### config.mk
export PLATFORM = sky130hd
export DESIGN_NAME = serial_tx_arbiter
export DESIGN_NICKNAME = d
export VERILOG_FILES = /design/src/rtl/serial_tx_pkg.sv /design/src/rtl/tx_frame_serializer.sv /design/src/rtl/serial_tx_arbiter.sv
export SDC_FILE = /design/constraint.sdc
export NUM_CORES = 1
export LEC_CHECK = 0
export BUFFER_PORTS_ARGS = -buffer_cell sky130_fd_sc_hd__clkbuf_2
export CAP_MARGIN = 20
export CORE_ASPECT_RATIO = 1.1
export CORE_MARGIN = 3
export CORE_UTILIZATION = 35
export CTS_CLUSTER_SIZE = 16
export DETAILED_ROUTE_END_ITERATION = 12
export GPL_ROUTABILITY_DRIVEN = 0
export REMOVE_ABC_BUFFERS = 1
export SYNTH_ARGS = -nofsm -noshare
export SYNTH_HDL_FRONTEND = slang
export SYNTH_SLANG_ARGS = --single-unit
### constraint.sdc
create_clock -name clock -period 2.82 [get_ports clock]
set_clock_uncertainty 0.2 [all_clocks]
set_input_delay 0.141 -clock clock [delete_from_list [all_inputs] [get_ports clock]]
set_output_delay 0.141 -clock clock [all_outputs]
set_load 0.005 [all_outputs]
### src/rtl/serial_tx_pkg.sv
// serial_tx_pkg
// Shared definitions for the serial transmit arbiter slice: FSM state
// encoding, frame length and the line levels used for start, stop and idle.
package serial_tx_pkg;

    typedef enum logic [1:0] {
        IDLE  = 2'd0,
        SEND  = 2'd1,
        ABORT = 2'd2
    } tx_state_e;

    // start bit + 8 data bits + stop bit
    localparam int   FRAME_BITS = 10;
    localparam logic START_LVL  = 1'b0;
    localparam logic STOP_LVL   = 1'b1;
    localparam logic IDLE_LVL   = 1'b1;

endpackage

### src/rtl/tx_frame_serializer.sv
// tx_frame_serializer
// Shifts one byte out as start bit, d7..d0, stop bit, each bit held
// BIT_CYCLES clocks. data_out idles high; tx_end pulses during the last
// cycle of the stop bit.
// Ports:
//   clock, rst_n  clock and asynchronous active-low reset
//   load          start a frame with load_byte (ignored while abort is high)
//   load_byte     byte to transmit, sampled on load
//   abort         stop the frame at once and return the line to idle
//   data_out      serial line (registered)
//   tx_end        one-cycle pulse, final stop-bit cycle (registered)
//   end_next      combinational: the next cycle is the final stop-bit cycle
module tx_frame_serializer
    import serial_tx_pkg::*;
#(
    parameter int BIT_CYCLES = 105
) (
    input  logic       clock,
    input  logic       rst_n,
    input  logic       load,
    input  logic [7:0] load_byte,
    input  logic       abort,
    output logic       data_out,
    output logic       tx_end,
    output logic       end_next
);

    localparam int             CW         = $clog2(BIT_CYCLES);
    localparam logic [CW-1:0]  CYC_LAST   = CW'(BIT_CYCLES - 1);
    localparam logic [CW-1:0]  CYC_PENULT = CW'(BIT_CYCLES - 2);
    localparam logic [3:0]     BIT_LAST   = 4'(FRAME_BITS - 1);
    localparam logic [3:0]     BIT_STOP   = 4'(FRAME_BITS - 2);

    logic [7:0]    shift_r;
    logic [CW-1:0] cyc_cnt_r;
    logic [3:0]    bit_idx_r;
    logic          active_r;
    logic          data_out_r;
    logic          tx_end_r;
    logic          bit_done_s;
    logic          end_next_s;

    // Decode the end of the current bit and the cycle before the frame's final cycle.
    always_comb begin
        bit_done_s = active_r && (cyc_cnt_r == CYC_LAST);
        end_next_s = active_r && (bit_idx_r == BIT_LAST) && (cyc_cnt_r == CYC_PENULT);
    end

    // Frame sequencing: counters, shift register and registered line outputs.
    always_ff @(posedge clock or negedge rst_n) begin
        if (!rst_n) begin
            shift_r    <= 8'h00;
            cyc_cnt_r  <= {CW{1'b0}};
            bit_idx_r  <= 4'd0;
            active_r   <= 1'b0;
            data_out_r <= IDLE_LVL;
            tx_end_r   <= 1'b0;
        end else if (abort) begin
            cyc_cnt_r  <= {CW{1'b0}};
            bit_idx_r  <= 4'd0;
            active_r   <= 1'b0;
            data_out_r <= IDLE_LVL;
            tx_end_r   <= 1'b0;
        end else if (load) begin
            shift_r    <= load_byte;
            cyc_cnt_r  <= {CW{1'b0}};
            bit_idx_r  <= 4'd0;
            active_r   <= 1'b1;
            data_out_r <= START_LVL;
            tx_end_r   <= 1'b0;
        end else if (active_r) begin
            tx_end_r <= end_next_s;
            if (bit_done_s) begin
                cyc_cnt_r <= {CW{1'b0}};
                if (bit_idx_r == BIT_LAST) begin
                    active_r   <= 1'b0;
                    bit_idx_r  <= 4'd0;
                    data_out_r <= IDLE_LVL;
                end else begin
                    bit_idx_r <= bit_idx_r + 4'd1;
                    // Leaving bit 8 (d0) enters the stop bit; earlier bits take the next MSB.
                    if (bit_idx_r == BIT_STOP) begin
                        data_out_r <= STOP_LVL;
                    end else begin
                        data_out_r <= shift_r[7];
                        shift_r    <= {shift_r[6:0], 1'b0};
                    end
                end
            end else begin
                cyc_cnt_r <= cyc_cnt_r + CW'(1);
            end
        end else begin
            tx_end_r <= 1'b0;
        end
    end

    assign data_out = data_out_r;
    assign tx_end   = tx_end_r;
    assign end_next = end_next_s;

endmodule

### src/rtl/serial_tx_arbiter.sv
// serial_tx_arbiter
// Round-robin arbiter sharing one bit-serial byte transmitter among N_REQ
// requesters. Frames are gated by dsr; a dsr drop mid-frame aborts it and
// sets the sticky error flag. The served requester gets a one-cycle ack in
// the final stop-bit cycle.
// Ports:
//   clock, rst_n  clock and asynchronous active-low reset
//   req           level requests, one per requester
//   data_in       byte of requester i on [8i+7:8i], sampled at grant
//   dsr           receiver ready
//   ack           one-hot completion pulse
//   grant_id      requester being served or last served
//   busy          frame in progress
//   data_out      serial line, idles high
//   tx_end        pulse in the final stop-bit cycle
//   error         sticky abort flag, cleared by the next grant
module serial_tx_arbiter
    import serial_tx_pkg::*;
#(
    parameter int N_REQ      = 4,
    parameter int BIT_CYCLES = 105
) (
    input  logic                     clock,
    input  logic                     rst_n,
    input  logic [N_REQ-1:0]         req,
    input  logic [8*N_REQ-1:0]       data_in,
    input  logic                     dsr,
    output logic [N_REQ-1:0]         ack,
    output logic [$clog2(N_REQ)-1:0] grant_id,
    output logic                     busy,
    output logic                     data_out,
    output logic                     tx_end,
    output logic                     error
);

    localparam int               IW       = $clog2(N_REQ);
    localparam logic [N_REQ-1:0] ONE_HOT0 = {{(N_REQ-1){1'b0}}, 1'b1};

    tx_state_e        state_r;
    logic [IW-1:0]    last_r;
    logic [IW-1:0]    grant_id_r;
    logic [N_REQ-1:0] ack_r;
    logic             busy_r;
    logic             error_r;
    logic [IW-1:0]    idx_s;
    logic [IW-1:0]    pick_s;
    logic [7:0]       pick_byte_s;
    logic             found_s;
    logic             load_s;
    logic             abort_s;
    logic             end_next_s;

    // Round-robin search: first set request after last_r, wrapping around.
    always_comb begin
        found_s     = 1'b0;
        idx_s       = {IW{1'b0}};
        pick_s      = {IW{1'b0}};
        pick_byte_s = 8'h00;
        for (int i = 1; i <= N_REQ; i++) begin
            idx_s = IW'((int'(last_r) + i) % N_REQ);
            if (!found_s && req[idx_s]) begin
                found_s     = 1'b1;
                pick_s      = idx_s;
                pick_byte_s = data_in[{idx_s, 3'b000} +: 8];
            end else begin
                found_s = found_s;
            end
        end
    end

    // Serializer control: load on grant, abort on a dsr drop while sending.
    always_comb begin
        load_s  = (state_r == IDLE) && found_s && dsr;
        abort_s = (state_r == SEND) && !dsr;
    end

    // Arbiter FSM with registered ack, grant_id, busy and error.
    always_ff @(posedge clock or negedge rst_n) begin
        if (!rst_n) begin
            state_r    <= IDLE;
            last_r     <= IW'(N_REQ - 1);
            grant_id_r <= {IW{1'b0}};
            ack_r      <= {N_REQ{1'b0}};
            busy_r     <= 1'b0;
            error_r    <= 1'b0;
        end else begin
            ack_r <= {N_REQ{1'b0}};
            case (state_r)
                IDLE: begin
                    if (load_s) begin
                        state_r    <= SEND;
                        grant_id_r <= pick_s;
                        busy_r     <= 1'b1;
                        error_r    <= 1'b0;
                    end else begin
                        state_r <= IDLE;
                    end
                end
                SEND: begin
                    if (!dsr) begin
                        state_r <= ABORT;
                        busy_r  <= 1'b0;
                        error_r <= 1'b1;
                    end else if (tx_end) begin
                        // final stop-bit cycle just ended
                        state_r <= IDLE;
                        busy_r  <= 1'b0;
                    end else if (end_next_s) begin
                        // ack lines up with the serializer's tx_end cycle
                        ack_r  <= ONE_HOT0 << grant_id_r;
                        last_r <= grant_id_r;
                    end else begin
                        state_r <= SEND;
                    end
                end
                ABORT: begin
                    state_r <= IDLE;
                    busy_r  <= 1'b0;
                end
                default: begin
                    state_r <= IDLE;
                    busy_r  <= 1'b0;
                end
            endcase
        end
    end

    tx_frame_serializer #(
        .BIT_CYCLES (BIT_CYCLES)
    ) u_serializer (
        .clock     (clock),
        .rst_n     (rst_n),
        .load      (load_s),
        .load_byte (pick_byte_s),
        .abort     (abort_s),
        .data_out  (data_out),
        .tx_end    (tx_end),
        .end_next  (end_next_s)
    );

    assign ack      = ack_r;
    assign grant_id = grant_id_r;
    assign busy     = busy_r;
    assign error    = error_r;

endmodule

Yosys cells after proc, flatten, opt, wreduce, memory -nomap -nowiden
Index checks and enable logic that the tools add are counted.
{ "word_totals": {"ff_bits": 34, "input_bits": 39, "output_inout_bits": 10, "elab_cells": 129} }
{ "classes": {"add_sub_neg": 6, "magnitude_cmp": 4, "n_eq_ne": 11, "n_shift": 5, "mux": 64, "bitwise": 2, "reduce_logical": 25} }
{ "op_table": {"columns": ["cell", "n"], "rows": [
  ["variable part select 32 x 6 -> 8 bit", 4],
  ["2-to-1 mux 8 bit", 9],
  ["2-to-1 mux 4 bit", 9],
  ["2-to-1 mux 1 bit", 28],
  ["2-to-1 mux 7 bit", 4],
  ["equality test 7 bit, second input constant", 2],
  ["2-to-1 mux 2 bit", 7],
  ["< comparator 2 x 3 -> 1 bit, second input constant", 4],
  ["logical AND 1 bit", 9],
  ["binary-select mux 1 bit (select 2 bit)", 4],
  ["equality test 4 bit, second input constant", 2],
  ["!= test 2 bit, second input constant", 4],
  ["adder 7 x 1 -> 7 bit, second input constant", 1],
  ["AND reduction 2 bit", 3],
  ["nonzero test 2 bit", 3],
  ["nonzero test 3 bit", 2],
  ["AND reduction 5 bit", 1],
  ["adder 2 x 1 -> 2 bit, second input constant", 2],
  ["adder 2 bit, second input constant", 2],
  ["adder 4 x 1 -> 4 bit, second input constant", 1],
  ["zero test 1 bit", 4],
  ["!= test 4 x 3 -> 1 bit, second input constant", 1],
  ["one-hot mux 1 bit (2 select lines)", 2],
  ["one-hot mux 2 bit (2 select lines)", 1],
  ["other kinds (7)", 8]
]} }

Depth between registers and ports, before layout
Gate-level depths: netlist of the first run.
{ "depth": {"depth_word": 17, "ltp_mapped": 8, "depth_no_buf": 8} }

By module
From an unflattened synthesis of the first run, not the netlist that was laid out.
{ "hier_totals": {"cells_unflattened": 311, "hier_area_um2": 2837.7} }
{ "modules_own_cells": {"columns": ["mod", "n_inst", "cells_per_inst", "area_each_um2", "seq_area_each_um2"], "rows": [
  ["serial_tx_arbiter", 1, 192, 1656.6, 302.8],
  ["tx_frame_serializer", 1, 119, 1181.1, 551.8]
]} }

Least setup slack after synthesis of the first run
OpenSTA, ideal clock, no wires.
{ "synth_timing": {"path_kind": "reg2reg", "from": "reg last_r[1]", "to": "reg u_serializer.shift_r[0]", "setup_ns": 0.142, "arrival_ns": 1.764, "required_time_ns": 2.478, "path_slack_ns": 0.714, "path_stages_with_launch": 9, "n_path_buf": 3, "period_less_slack_ns": 2.106, "cell_sequence": "dfstp_2 buf_4 buf_6 buf_2 mux2i_1 nand2_1 o211a_1 o31ai_1 o221ai_1"} }
{ "synth_via": {"elab_chain_cells": 17, "elab_cells_between_ends": 38, "cone_classes": "add/sub (4); eq/ne (2); shift (4); mux (17); reduce/logical (11)"} }
{ "synth_rtl": {"columns": ["item", "line_no", "text"], "rows": [
  ["from (decl)", "serial_tx_arbiter.sv:40", "logic [IW-1:0] last_r;"],
  ["from (signal assigned)", "serial_tx_arbiter.sv:81", "last_r <= IW'(N_REQ - 1);"],
  ["from (signal assigned)", "serial_tx_arbiter.sv:111", "last_r <= grant_id_r;"],
  ["adder 2 x 1 -> 2 bit", "serial_tx_arbiter.sv:60", "idx_s = IW'((int'(last_r) + i) % N_REQ);"],
  ["binary-select mux 1 bit (select 2 bit)", "serial_tx_arbiter.sv:61", "if (!found_s && req[idx_s]) begin"],
  ["2-to-1 mux 1 bit (not written as such)", "serial_tx_arbiter.sv:61", null],
  ["2-to-1 mux 1 bit", "serial_tx_arbiter.sv:61", null],
  ["zero test 1 bit", "serial_tx_arbiter.sv:61", null],
  ["logical AND 1 bit", "serial_tx_arbiter.sv:61", null],
  ["2-to-1 mux 1 bit", "serial_tx_arbiter.sv:61", null],
  ["zero test 1 bit", "serial_tx_arbiter.sv:61", null],
  ["logical AND 1 bit", "serial_tx_arbiter.sv:61", null],
  ["2-to-1 mux 1 bit", "serial_tx_arbiter.sv:61", null],
  ["zero test 1 bit", "serial_tx_arbiter.sv:61", null],
  ["logical AND 1 bit", "serial_tx_arbiter.sv:61", null],
  ["2-to-1 mux 1 bit", "serial_tx_arbiter.sv:61", null],
  ["logical AND 1 bit (2 in series)", "serial_tx_arbiter.sv:73", "load_s = (state_r == IDLE) && found_s && dsr;"],
  ["!= test 2 bit (no source line) / nonzero test 2 bit (equally long branches)", null, null],
  ["AND reduction 5 bit (no source line)", null, null],
  ["to (signal assigned)", "tx_frame_serializer.sv:65", "shift_r <= load_byte;"],
  ["to (signal assigned)", "tx_frame_serializer.sv:86", "shift_r <= {shift_r[6:0], 1'b0};"],
  ["to (decl)", "tx_frame_serializer.sv:34", "logic [7:0] shift_r;"]
]} }
Parallel ways exist; a longest one is shown, timed or not. The select of a mux whose other input is x is not followed.
A chain may end at the register's enable or synchronous reset.

Worst setup path after layout of the first run
{ "layout_timing": {"from": "reg last_r[1]", "to": "reg u_serializer.shift_r[5]"} }
The elaborated chain is that of the path after synthesis.

==> flow_summary.ini, run 1 <==
[run_status]
outcome = complete, no violations

[global_route]
grt.overflow.total = 0
track_usage_pct = 15.8
grt_max_degree = 35
grt_pass1_wl_um = 11100
grt_pass1_vias = 2389
antenna_found_initial = 0

[synthesis]
yosysWarnings = 0
synth_commonest_cells = 33 x mux2i_1, 31 x dfrtp_1, 31 x nor2_1, 29 x nand2_1, 16 x o21ai_0
yosysMostFrequentCell = mux2i_1
syn_area_um2 = 2670
syn_area_per_cell_um2 = 8.63
yosysTopAreaCell = dfrtp_1
synth_area_leaders = dfrtp_1 29%, mux2i_1 12%, nor2_1 4.4%
seq_area_frac_synth_pct = 32.0
synth_top_area_share_pct = 29.0
ys_async_sr_fraction_pct = 100
synthCells = 310
synth_edf_count = 0
synth-main-ff-cell = dfrtp_1
ys_seq_elements = 34
post_synth_num_cell_types = 60

[cts]
clk_pin_slew_worst_paths_ps = 80
cts_tree = done
cts_buffers = 5
cts_hold_buf = 2
htree_num_levels = 2
numClockSinks = 34
post_cts_resized = 0
cts-root-buf = clkbuf_8
cts_setup_buffers = 0
insertion_delay_ps = 290
ctsLongestPathBuffers = 2

[sta]
fin_crit_ps = 2520
rsz0062_at_grt = false
finalMaxSlewViolations = 0
slew_headroom_pct = 42.0
setup_violations = 0
fin_ws_ps = 302
fin_setup_tns_ps = 0
period_share_pct = 89.3
worstMarginPinSlew_ps = 870
finalHoldViolations = 0
max_freq_mhz = 397

[final_layout]
nFillCells = 749
regArea_um2 = 855
final_core_util_pct = 43.0
multi_input_area_um2 = 1640
nNetsFinal = 400
num_antenna_cells = 0
area_growth_syn_to_layout_pct = 16.0
drive_gt1_share_pct = 22.7
stdcell_count = 442

[route]
drt_first_pass_iters = 4
ant_nets = 0
viasPerCell = 5.67
wl_per_cell_um = 14.7
dr.first_iter.drc_count = 94
post-route-drc-count = 0
drt-total-wl_um = 6490
num_vias = 2508

[place]
port_buffers = 48
place_ws_ps = 291
dp_hpwl_um = 4860
placedCellCount = 432

[worst_setup_path]
crit_start = last_r[1]
crit_required_ps = 2780
end_kind = register
rrSetupSlack_ps = 300
cp_max_fo = 24
critPathLaunchType = register
crit_type = register to register
arrival_ps = 2480
reg2reg_from = last_r[1]

[floorplan]
fp.dieH_um = 97.7
core-area_um2 = 7210
die-area_um2 = 8730
die_w_um = 89.3
ioPinCount = 49
rows = 32
start_util_pct = 37.1

[min_path]
worst_hold_startpoint = req[0]
hold_path.class = input pin to register

[job]
maxCapViolCount = 0

[power_and_ir_drop]
finalPower_mw = 1.33
peakVddDrop_mv = 0.183
p_leak_nw = 1.54
power-per-cell-area_nw_per_um2 = 428
==> per-stage QoR <==
stage | hold WS [ps] | area, µm²
floorplan | -355 | 2550
global placement | 104 | 2970
detailed placement | 103 | 2970
CTS | 91.2 | 3100
global route | 115 | 3100
finish | 118 | 3100
==> layout by cell type, fill, tap and decap left out, drive strengths merged, types with 4 or more instances in the layout <==
cell and instances:
a211oi 5, a21oi 8, a31oi 9, buf 10
clkbuf 53, dfrtp 31, ha 5, inv 15
mux2i 33, nand2 29, nand2b 4, nand3 12
nand4 4, nor2 31, nor2b 5, o21ai 23
o221ai 8, o22a 5, o22ai 7, o31ai 4
xor2 5
==> routing by layer <==
metal	wire (µm)	track usage (%)	up-vias
met5	0	0	-
met4	131	5.27	0
met3	354	3.82	11
met2	3150	25.1	69
met1	2860	20.6	1180
li1	-	-	1248
==> cells by family (layout without fill, tap and decap cells) <==
| logic type | Yosys count | in the layout | synth area share (%) |
|---|---|---|---|
| flip-flops | 34 | 34 | 32.0 |
| multiplexers | 37 | 37 | 14.5 |
| adder cells (fa/ha/maj) | 5 | 5 | 2.34 |
| XOR/XNOR | 5 | 5 | 1.64 |
| AO/OA/AOI/OAI | 87 | 87 | 23.2 |
| buffers and inverters | 37 | 84 | 6.83 |
| AND/OR/NAND/NOR | 105 | 105 | 19.6 |
==> sequential cells by signal, summed over array words and instances, names as in the netlist, 2 cells and up <==
| signal | flops |
|---|---|
| u_serializer.shift_r | 8 |
| u_serializer.bit_idx_r | 4 |
| u_serializer.cyc_cnt_r | 7 |
| state_r | 2 |
| last_r | 2 |
| grant_id | 2 |
| ack | 4 |
==> critical path, cell delays in order (launching register included) <==
cell and delay, ps:
dfstp_2 780, buf_4 420, mux4_2 560, a221oi_1 300, o31ai_1 130
==> cell type report <==
class | instances | share of cell area (%)
timing repair buffer | 60 | 10.8
clock buffer | 5 | 2.22
clock inverter | 3 | 1.29
sequential | 34 | 27.6
tap | 85 | 3.43
inverter | 16 | 1.94
multi-input combinational | 239 | 52.8
==> final timing paths <==
| path | depth (start not counted) | to |
|---|---|---|
| worst max-delay path | 4 | u_serializer.shift_r[5] |
| worst min-delay path | 3 | grant_id[0] |
| worst max register to register | 4 | u_serializer.shift_r[5] |
| worst min register to register | 1 | busy |
| max in group asynchronous | 2 | ack[3] |
| min in group asynchronous | 2 | state_r[1] |
==> where the power goes <==
group	internal, mW	total (mW)	leakage (nW)	switching, mW
clock	0.260	0.439	0.0579	0.179
sequential	0.547	0.603	0.432	0.0560
combinational	0.136	0.284	1.05	0.148
Power figures use the tool's default switching activity.
==> run 2: changes to the inputs <==
- CORE_UTILIZATION: 35 -> 30
==> run 2 against run 1 <==
Sequential power is 1% lower; non-clock buffer count is 1 lower; combinational power is 3% higher; cell area is 0.93% higher.
==> flow_summary.ini, run 2 (synthesized netlist as in run 1, its figures left out) <==
[cts]
cts_tree = done
numClockSinks = 34
cts_buffers = 5
ctsLongestPathBuffers = 2
insertion_delay_ps = 290
cts_setup_buffers = 0
cts-root-buf = clkbuf_8
clk_pin_slew_worst_paths_ps = 80
post_cts_resized = 0
htree_num_levels = 2

[worst_setup_path]
cp_max_fo = 12
end_kind = register
crit_type = input pin to register
arrival_ps = 2370
reg2reg_from = last_r[1]
critPathLaunchType = input pin
worst-r2r-cell-count = 6
rrSetupSlack_ps = 490
crit_required_ps = 2820
r2r_end = u_serializer.shift_r[5]

[sta]
finalHoldViolations = 0
fin_setup_tns_ps = 0
fin_crit_ps = 2360
setup_violations = 0
rsz0062_at_grt = false
max_freq_mhz = 424
finalMaxSlewViolations = 0
worstMarginPinSlew_ps = 867
slew_headroom_pct = 42.2
fin_ws_ps = 459
period_share_pct = 83.7

[floorplan]
ioPinCount = 49
fp.dieH_um = 105
die_w_um = 96.0
core-area_um2 = 8540
rows = 35
start_util_pct = 31.3
die-area_um2 = 10100

[run_status]
outcome = complete, no violations

[global_route]
grt_max_degree = 35
antenna_found_initial = 0
grt_pass1_vias = 2463
track_usage_pct = 14.0
grt_pass1_wl_um = 11600
grt.overflow.total = 0

[route]
post-route-drc-count = 0
ant_nets = 0
drt-total-wl_um = 6840
dr.first_iter.drc_count = 127
viasPerCell = 5.32
wl_per_cell_um = 14.7
drt_first_pass_iters = 4
num_vias = 2481

[final_layout]
top_regs = u_serializer.shift_r: 8 flops, u_serializer.cyc_cnt_r: 7 flops
layout_commonest_cell = clkbuf_2
layout_common_cells = 48 x clkbuf_2, 33 x mux2i_1, 31 x nor2_1, 31 x dfrtp_1, 29 x nand2_1
num_antenna_cells = 0
largest-register = u_serializer.shift_r
area_growth_syn_to_layout_pct = 17.1
nNetsFinal = 399
largest_reg_flops = 8
drive_gt1_share_pct = 22.3

[place]
place_ws_ps = 453
port_buffers = 48
dp_hpwl_um = 5090

[min_path]
hold_path_end = u_serializer.shift_r[5]
holdPathStages = 3
worst_hold_startpoint = data_in[13]
hold_path.class = input pin to register

[power_and_ir_drop]
finalPower_mw = 1.36
p_leak_nw = 1.53
peakVddDrop_mv = 0.174
power-per-cell-area_nw_per_um2 = 433

[job]
maxCapViolCount = 0
[run 2: cell count changes in the layout (fill, tap and decap cells not counted), sizes merged]
cell,before,now
buf,10,9
clkbuf,53,54
clkinv,3,1
[run 2: through the flow]
stage	hold WS, ps	std cells	area [µm²]	util, %
2_1_floorplan	-355	289	2550	-
3_3_place_gp	91.0	457	3000	35.1
3_5_place_dp	106	457	3000	35.1
4_1_cts	54.1	466	3130	36.7
5_1_grt	101	466	3130	36.7
6_report	62.2	466	3130	36.7
[run 2: worst max-delay path by stage]
stage               from                       to  slack (ps)
4_1_cts              dsr  u_serializer.shift_r[5]         430
6_report             dsr  u_serializer.shift_r[5]         460
3_5_place_dp   last_r[1]  u_serializer.shift_r[5]         450
2_1_floorplan  last_r[1]  u_serializer.shift_r[5]         170
3_3_place_gp   last_r[1]  u_serializer.shift_r[5]         510
5_1_grt        last_r[1]  u_serializer.shift_r[5]         220
[run 2: area by class of cell]
type / count / area, µm²
fill: 909 / 5410
tap: 111 / 139
clock buffer: 6 / 82.6
inverter: 16 / 60.1
multi-input combinational: 239 / 1640
sequential: 34 / 855
timing repair buffer: 59 / 328
clock inverter: 1 / 30.0
[run 2: worst max-delay path: stages]
cell and delay [ps]:
dlygate4sd3_1 520, clkbuf_2 140, nand2b_1 130, or3_1 570, and2b_1 440, o221ai_1 180
o31ai_1 250
[run 2: report_power, final]
group,total [mW],switching (mW),internal (mW)
sequential,0.597,0.0503,0.547
clock,0.465,0.182,0.283
combinational,0.293,0.155,0.138
total,1.36,0.387,0.968
[run 2: repair_timing]
| item | in CTS | in global routing |
|---|---|---|
| endpoints found under the hold margin | 32 | 0 |
| endpoints found under the setup margin | 0 | 0 |
| hold buffers | 2 | 0 |
[run 2: metal layers]
metal,share of wire (%),global-route usage [%],wire (µm)
met1,44,17.9,3030
met2,51,23.9,3490
met3,4.0,2.74,273
met4,0.73,3.56,50
met5,0,0,0
==> run 3: changes to the inputs <==
- clock period: 2.82 -> 1.9 ns (I/O delays scaled with it)
==> run 3 against run 2 <==
Clock power rose by 43%; cell area rose by 21%; combinational power rose by 97%; non-clock buffer count rose by 59; sequential share of layout area fell by 4.7 points; the run now ends with setup timing left; largest cell class unchanged.
==> flow_summary.ini, run 3 (synthesized netlist as in run 1, its figures left out) <==
[sta]
setup_violations = 11
period_share_pct = 107
rsz0062_at_grt = true
finalHoldViolations = 0
fin_ws_ps = -135
fin_crit_ps = 2040
slew_headroom_pct = 62.8
worstMarginPinSlew_ps = 553
timing.hold.ws_ps = 35.6
finalMaxSlewViolations = 0
max_freq_mhz = 491

[global_route]
grt_pass1_vias = 2770
grt_pass1_wl_um = 12300
track_usage_pct = 15.0
grt.overflow.total = 0
antenna_found_initial = 0
grt_max_degree = 33

[power_and_ir_drop]
p_sw_mw = 0.615
p_sw_share_pct = 29.2
power-per-cell-area_nw_per_um2 = 557
comb_power_share_pct = 27.4
clockPowerShare_pct = 31.4
intPower_mw = 1.49
peakVddDrop_mv = 0.278
finalPower_mw = 2.11
p_leak_nw = 1.88
p_seq_share_pct = 41.1

[worst_setup_path]
crit_type = register to register
end_kind = register
crit_start = last_r[0]
crit_required_ps = 1910
reg2reg_from = last_r[0]
cp_max_fo = 6
critPathLaunchType = register
arrival_ps = 2050

[final_layout]
final_core_util_pct = 44.3
layout_commonest_cell = buf_4
largest_reg_flops = 8
area_growth_syn_to_layout_pct = 41.6
largest-register = u_serializer.shift_r
layout_common_cells = 55 x buf_4, 48 x clkbuf_2, 31 x mux2i_1, 31 x dfrtp_1, 28 x nand2_1
nFillCells = 803
nNetsFinal = 458
top_regs = u_serializer.shift_r: 8 flops, u_serializer.cyc_cnt_r: 7 flops
drive_gt1_share_pct = 40.2
num_antenna_cells = 0

[place]
port_buffers = 48
place_ws_ps = -216
dp_hpwl_um = 5570

[floorplan]
core-area_um2 = 8540
ioPinCount = 49
start_util_pct = 31.3
die-area_um2 = 10100
rows = 35
fp.dieH_um = 105
die_w_um = 96.0

[route]
drt-total-wl_um = 7440
viasPerCell = 5.21
ant_nets = 0
drt_first_pass_iters = 4
post-route-drc-count = 0
wl_per_cell_um = 14.1
dr.first_iter.drc_count = 81
num_vias = 2739

[cts]
cts-root-buf = clkbuf_8
clk_pin_slew_worst_paths_ps = 70
cts_buffers = 5
numClockSinks = 34
ctsLongestPathBuffers = 2
insertion_delay_ps = 290
htree_num_levels = 2
cts_tree = done

[min_path]
hold_path.class = input pin to register
worst_hold_startpoint = dsr

[run_status]
violations = setup timing
outcome = finished, violations left

[job]
maxCapViolCount = 0
-- run 3: cell count changes in the layout (fill, tap and decap cells not counted), moves of 3 or more --
cell      previous run  this run
buf_4                9        55
buf_6                0        10
nor2_1              31        27
a211oi_1             5         2
a211oi_2             0         3
buf_12               0         3
nor2_2               0         3
o21ai_0             16        13
-- run 3: layout make-up --
type	instances	area, µm²	share of cell area, %
clock buffer	5	68.8	1.82
timing repair buffer	118	846	22.3
sequential	34	855	22.6
inverter	16	62.6	1.65
multi-input combinational	239	1780	46.9
tap	111	139	3.67
clock inverter	3	40.0	1.06
-- run 3: worst paths after layout --
check / endpoint / slack, ps / cells after the start
max in group asynchronous: last_r[1] / 880 / 3
worst max-delay path: u_serializer.shift_r[2] / -140 / 8
worst min-delay path: busy / 40 / 5
min in group asynchronous: u_serializer.cyc_cnt_r[3] / 80 / 2
worst max register to register: u_serializer.shift_r[2] / -140 / 8
worst min register to register: u_serializer.bit_idx_r[3] / 290 / 1
-- run 3: power by group through the flow --
stage	clock network [mW]	logic (mW)	registers, mW
after CTS	0.675	0.565	0.865
after detailed placement	0	0.543	0.880
after floorplan	0	0.261	0.884
final	0.663	0.578	0.867
after global routing	0.702	0.640	0.877
after global placement	0	0.533	0.880
-- run 3: through the flow --
stage,cell area [µm²],cells,setup TNS [ps]
floorplan,2550,289,-4970
finish,3790,526,-810
global route,3790,526,-2460
CTS,3670,524,-869
global placement,3430,511,-1160
detailed placement,3430,511,-1350
-- run 3: worst max-delay path: stages (launching register included) --
cell	delay (ps)
dfstp_2	600
buf_6	140
nand2_1	90
nor4_2	200
o31ai_2	120
and2b_2	230
buf_6	130
buf_6	110
a31oi_1	140
-- run 3: metal layers --
metal  wire (µm)  track usage [%]
met1        3110             17.9
met3         274             2.02
met2        3940             26.7
met5           0                0
met4         110             5.18
-- run 3: timing repair --
action / 4_1_cts / 5_1_grt
setup endpoints to repair: 13 / 25
setup buffers: 3 / 2
hold buffers: 2 / 0
hold endpoints to repair: 33 / 0
pin swaps: 9 / 8
gates resized for setup: 27 / 27
